$ cat config.mk
export PLATFORM = sky130hd
export DESIGN_NAME = bank_fill_writer
export DESIGN_NICKNAME = d
export VERILOG_FILES = /design/src/rtl/bank_mem_pkg.sv /design/src/rtl/bank_addr_gen.sv /design/src/rtl/bank_fill_writer.sv
export SDC_FILE = /design/constraint.sdc
export NUM_CORES = 1
export LEC_CHECK = 0
export CAP_MARGIN = 20
export CELL_PAD_IN_SITES_DETAIL_PLACEMENT = 0
export CELL_PAD_IN_SITES_GLOBAL_PLACEMENT = 2
export CORE_UTILIZATION = 27
export CTS_BUF_LIST = sky130_fd_sc_hd__clkbuf_4 sky130_fd_sc_hd__clkbuf_8
export DETAILED_ROUTE_END_ITERATION = 10
export PLACE_DENSITY_LB_ADDON = 0.05
export SYNTH_ARGS = -nofsm -noshare
export SYNTH_HDL_FRONTEND = slang
export SYNTH_SLANG_ARGS = --single-unit
$ cat constraint.sdc
create_clock -name clk -period 1.95 [get_ports clk]
set_input_delay 0.4875 -clock clk [delete_from_list [all_inputs] [get_ports clk]]
set_output_delay 0.4875 -clock clk [all_outputs]
set_load 0.05 [all_outputs]
$ cat src/rtl/bank_mem_pkg.sv
// Shared definitions for the 8-bank frame memory: geometry, widths and the
// fill-writer state encoding. Used by the writer, the filter and the bank
// memory wrapper so all three agree on the layout.
package bank_mem_pkg;

  localparam int DATA_W    = 8;     // width of one stored sample
  localparam int NUM_BANKS = 8;     // number of banks, power of two
  localparam int DEPTH     = 8772;  // entries per bank
  localparam int ADDR_W    = 14;    // 2**ADDR_W >= DEPTH
  localparam int CNT_W     = 17;    // 2**CNT_W > NUM_BANKS*DEPTH

  localparam int SEL_W         = $clog2(NUM_BANKS);
  localparam int FRAME_SAMPLES = NUM_BANKS * DEPTH;

  typedef enum logic [1:0] {
    IDLE = 2'd0,
    FILL = 2'd1,
    DONE = 2'd2
  } state_e;

  // One-hot decode of a bank index into a per-bank strobe vector.
  function automatic logic [NUM_BANKS-1:0] bank_onehot(input logic [SEL_W-1:0] sel);
    logic [NUM_BANKS-1:0] oh;
    oh      = '0;
    oh[sel] = 1'b1;
    return oh;
  endfunction

endpackage

$ cat src/rtl/bank_addr_gen.sv
// Round-robin bank/address sequencer for the frame fill. bank_sel walks
// 0..NUM_BANKS-1, addr steps each time bank_sel wraps, and count tracks the
// total number of samples placed in the current frame.
module bank_addr_gen
  import bank_mem_pkg::*;
(
  input  logic              clk,
  input  logic              rst,
  input  logic              clear_i,
  input  logic              advance_i,
  output logic [SEL_W-1:0]  bank_sel_o,
  output logic [ADDR_W-1:0] addr_o,
  output logic [CNT_W-1:0]  count_o,
  output logic              last_o
);

  logic [SEL_W-1:0]  bank_sel_q, bank_sel_d;
  logic [ADDR_W-1:0] addr_q, addr_d;
  logic [CNT_W-1:0]  count_q, count_d;
  logic              sel_wrap;
  logic              addr_last;

  assign sel_wrap  = (bank_sel_q == SEL_W'(NUM_BANKS - 1));
  assign addr_last = (addr_q == ADDR_W'(DEPTH - 1));

  // Next position: clear wins (frame start), otherwise step on each accept.
  // addr stops at DEPTH-1 so it never points past the end of a bank.
  always_comb begin
    bank_sel_d = bank_sel_q;
    addr_d     = addr_q;
    count_d    = count_q;
    if (clear_i) begin
      bank_sel_d = '0;
      addr_d     = '0;
      count_d    = '0;
    end else if (advance_i) begin
      count_d = count_q + CNT_W'(1);
      if (sel_wrap) begin
        bank_sel_d = '0;
        if (!addr_last) begin
          addr_d = addr_q + ADDR_W'(1);
        end
      end else begin
        bank_sel_d = bank_sel_q + SEL_W'(1);
      end
    end
  end

  // Position registers.
  always_ff @(posedge clk) begin
    if (rst) begin
      bank_sel_q <= '0;
      addr_q     <= '0;
      count_q    <= '0;
    end else begin
      bank_sel_q <= bank_sel_d;
      addr_q     <= addr_d;
      count_q    <= count_d;
    end
  end

  assign bank_sel_o = bank_sel_q;
  assign addr_o     = addr_q;
  assign count_o    = count_q;
  assign last_o     = sel_wrap & addr_last;

endmodule

$ cat src/rtl/bank_fill_writer.sv
// Writer side of the 8-bank frame memory. Takes a serial byte stream and
// spreads it round-robin over the banks (byte k -> bank k mod 8, address
// k div 8), producing per-bank strobes with shared address and data, and
// flags completion so the filter can start reading.
//
// Handshake: a sample is transferred on every rising clk edge where
// in_valid and in_ready are both high. in_ready is high exactly while the
// FSM is in FILL and does not depend on in_valid; the source must hold
// in_data stable while in_valid is high and not yet accepted.
module bank_fill_writer
  import bank_mem_pkg::*;
(
  input  logic                 clk,
  input  logic                 rst,
  input  logic                 start,
  input  logic                 in_valid,
  input  logic [DATA_W-1:0]    in_data,
  output logic                 in_ready,
  output logic [NUM_BANKS-1:0] wr_en,
  output logic [ADDR_W-1:0]    wr_addr,
  output logic [DATA_W-1:0]    wr_data,
  output logic                 busy,
  output logic                 done,
  output logic [CNT_W-1:0]     count,
  output logic [1:0]           dbg_state
);

  state_e state_q, state_d;

  logic              accept;
  logic              clear;
  logic              last;
  logic [SEL_W-1:0]  bank_sel;
  logic [ADDR_W-1:0] addr;

  logic [NUM_BANKS-1:0] wr_en_q, wr_en_d;
  logic [ADDR_W-1:0]    wr_addr_q, wr_addr_d;
  logic [DATA_W-1:0]    wr_data_q, wr_data_d;

  bank_addr_gen u_addr_gen (
    .clk        (clk),
    .rst        (rst),
    .clear_i    (clear),
    .advance_i  (accept),
    .bank_sel_o (bank_sel),
    .addr_o     (addr),
    .count_o    (count),
    .last_o     (last)
  );

  // FSM state register.
  always_ff @(posedge clk) begin
    if (rst) begin
      state_q <= IDLE;
    end else begin
      state_q <= state_d;
    end
  end

  // FSM next state: start only matters outside FILL; the final accept
  // (last bank, last address) ends the frame on the same edge.
  always_comb begin
    state_d = state_q;
    case (state_q)
      IDLE:    if (start) state_d = FILL;
      FILL:    if (accept && last) state_d = DONE;
      DONE:    if (start) state_d = FILL;
      default: state_d = IDLE;
    endcase
  end

  // FSM outputs: handshake, status flags and the counter clear on frame entry.
  always_comb begin
    in_ready = (state_q == FILL);
    busy     = (state_q == FILL);
    done     = (state_q == DONE);
    accept   = in_valid & (state_q == FILL);
    clear    = start & (state_q != FILL);
  end

  // Write port next values: strobe only on an accept, address/data hold
  // their last values otherwise.
  always_comb begin
    wr_en_d   = '0;
    wr_addr_d = wr_addr_q;
    wr_data_d = wr_data_q;
    if (accept) begin
      wr_en_d   = bank_onehot(bank_sel);
      wr_addr_d = addr;
      wr_data_d = in_data;
    end
  end

  // Write port registers: one cycle from accept to strobe. Reset drops any
  // strobe that would have been registered on the reset edge.
  always_ff @(posedge clk) begin
    if (rst) begin
      wr_en_q   <= '0;
      wr_addr_q <= '0;
      wr_data_q <= '0;
    end else begin
      wr_en_q   <= wr_en_d;
      wr_addr_q <= wr_addr_d;
      wr_data_q <= wr_data_d;
    end
  end

  assign wr_en     = wr_en_q;
  assign wr_addr   = wr_addr_q;
  assign wr_data   = wr_data_q;
  assign dbg_state = state_q;

endmodule

==> results.cfg <==
[outcome]
status = finished, final reports clean

[power]
sw_frac_of_total_pct = 24.9
p_int_mw = 2.10
p_clk_share_pct = 41.7
p_total_mw = 2.79
power_leakage_nw = 1.56
power_frac_comb_pct = 9.2
vdd.ir_drop.worst_uv = 264
power_density_nw_per_um2 = 722
seqPwrFrac_pct = 49.1
p_sw_mw = 0.695

[cts]
insertion_delay_ns = 0.34
clockBufferDepth = 2
post_cts_buffers = 0
cts_tree = done
cts-buffers-inserted = 9
cts.clk_slew.worst_paths_ns = 0.07
cts_sinks = 66
cts-root-buf = clkbuf_8
htree_levels = 3

[routing]
vias = 2481
vias_per_cell = 4.55
drtIter0Drc = 46
wl_um = 7180
top_layer = met4
drtPass1Iterations = 4
wl_per_cell_um = 13.2
wl_met3_um = 242
wl_met1_um = 3670
drcViolationCount = 0
wl_met2_um = 3140
ant_nets = 0

[synthesis]
synth_ff_type = dfxtp_1
syn_avg_cell_area_sq_um = 8.50
synthMuxAreaShare_pct = 0.743
synth_top_area_share_pct = 49.0
synth_top_family_by_area = simple AND/OR/NAND/NOR gates
synth.distinct_cells = 39
netlist_instances = 317
synth_seq_cells = 66
yosysMostFrequentCell = dfxtp_1
synth-edff-count = 0
synth_fp_nets = 333
syn_area_sq_um = 2690
yosys.area_share.simple_pct = 28.5
synth-seq-area-share_pct = 49.0
synth_warnings = 0
ys_top_cells_by_count = dfxtp_1 (66), nand2_1 (64), a21oi_1 (39)
synth-xor-area-share_pct = 5.53
synthArstFlopShare_pct = 0
synth_adder_area_share_pct = 1.86
synth_compound_area_share_pct = 11.1
yosys-top-cells-area = dfxtp_1 (49%), nand2_1 (8.9%), a21oi_1 (7.2%), xnor2_1 (3.9%), nor2_1 (3.6%)
synth_top_area_cell = dfxtp_1

[sta]
fin_skew_ns = 0.00984
hold_ws_ns = 0.452
fin_crit_ns = 1.88
drv_slew = 0
fmax_mhz = 532
setup_tns_ns = 0
slew_headroom_pct = 66.1
hold_viol = 0
setup_viol = 0
grt_setup_unrepaired = false
layout_worst_path_cycle_share_pct = 96.4
worst_pin_slew_ns = 0.507

[die]
dieArea_sq_um = 10400
boundaryPins = 64
start_util_pct = 27.7
die_h_um = 102
placeableCoreArea_sq_um = 9730
rows = 36
fp.dieW_um = 102

[cells_and_area]
num_antenna_cells = 0
area_growth_pct = 43.7
layout-drive-gt1-share_pct = 26.7
postLayoutCoreUtil_pct = 39.8
layout.nets = 425
design_area_sq_um = 3870

[worst_setup_path]
end_kind = output pin
rrSetupSlack_ns = 0.14
worst_r2r_path_depth = 6
worstSetupStartpointType = flip-flop
critPathArrivalTime_ns = 1.39
cp_max_fo = 8
path_class = flip-flop to output pin
worst_r2r_endpoint = u_addr_gen.addr_o[12]
r2r-start = u_addr_gen.bank_sel_o[0]
crit_path_start = dbg_state[0]
required_ns = 1.46

[placed_design]
dp_hpwl_um = 5160
gp_congestion = 0.723
port_buffers = 63
postPlaceCellArea_sq_um = 3630

[global_routing]
grt_pass1_vias = 2331
grt_first_pass_wirelength_um = 11800
grt_max_degree = 24
antenna_found_initial = 0
overflow = 0
grt_use_total_pct = 15.0

[hold_path]
hp-start = wr_data[4]
min_path_type = flip-flop to flip-flop
hold_end = wr_data[4]
worstHoldPathCells = 2

[job]
cap_viol_max_count = 0
[registers in the layout, indices dropped and copies added (netlist names)]
register               cells
wr_addr                   14
wr_data                    8
u_addr_gen.bank_sel_o      3
dbg_state                  2
u_addr_gen.addr_o         14
u_addr_gen.count_o        17
wr_en                      8
[cells in the final DEF, fill, tap and decap left out, types with 4 or more instances in the layout]
cell type	count
a21oi_1	39
buf_4	71
clkbuf_8	11
clkdlybuf4s50_1	11
dfxtp_1	57
dfxtp_2	9
dlygate4sd2_1	6
dlymetal6s2s_1	7
inv_1	4
nand2_1	63
nand3_1	10
nand4_1	7
nor2_1	26
nor3_1	7
o21ai_0	5
o31ai_1	5
or3_1	4
or4_1	5
xnor2_1	12
xor2_1	5
[power by group through the flow]
stage | logic, mW | clock network, mW | registers (mW)
after floorplan | 0.0983 | 0 | 1.45
after global placement | 0.264 | 0 | 1.41
after detailed placement | 0.264 | 0 | 1.41
after CTS | 0.261 | 1.20 | 1.37
after global routing | 0.278 | 1.27 | 1.38
final | 0.257 | 1.16 | 1.37
[stage by stage]
stage	std cells	setup WS, ns
finish	545	0.0694
detailed placement	531	-0.281
global placement	531	-0.242
floorplan	317	0.0000426
global route	545	0.0127
CTS	545	0.000964
[worst max-delay path by stage]
stage | to | slack (ns) | cells after the start
finish | in_ready | 0.07 | 3
global route | u_addr_gen.addr_o[12] | 0.01 | 6
CTS | wr_en[1] | 0.001 | 1
detailed placement | u_addr_gen.addr_o[11] | -0.28 | 5
global placement | u_addr_gen.addr_o[13] | -0.24 | 5
floorplan | u_addr_gen.count_o[15] | 0.00004 | 5
[worst max-delay path, stage by stage (launching register included)]
cell and delay (ns):
dfxtp_2 0.39, or2b_1 0.29, inv_1 0.20, buf_12 0.17
[per-layer routing]
metal / up-vias / track usage [%]
met5: - / 0
met1: 1150 / 20.3
met4: 0 / 7.25
met3: 10 / 2.53
met2: 43 / 23.1
li1: 1278 / -
[area by class of cell]
type / instances / area [sq um]
Sequential cell: 66 / 1330
Tap cell: 133 / 166
Multi-Input combinational cell: 230 / 1320
Inverter: 4 / 15.0
Clock buffer: 11 / 151
Clock inverter: 3 / 40.0
Timing Repair Buffer: 98 / 843
Fill cell: 1069 / 5860
[repair_timing]
action                                  CTS  global route
resized for setup                         6            17
endpoints found under the setup margin    6            13
hold endpoints to repair                  0             0
pin swaps                                 0             5
hold buffers                              0             0
[cells by family after synthesis]
logic type,after synthesis
fa+ha+maj,4
simple gates,153
flops,66
compound gates,54
mux,2
xor+xnor,17
buf+inv,21
(Power assumes the default switching activity.)
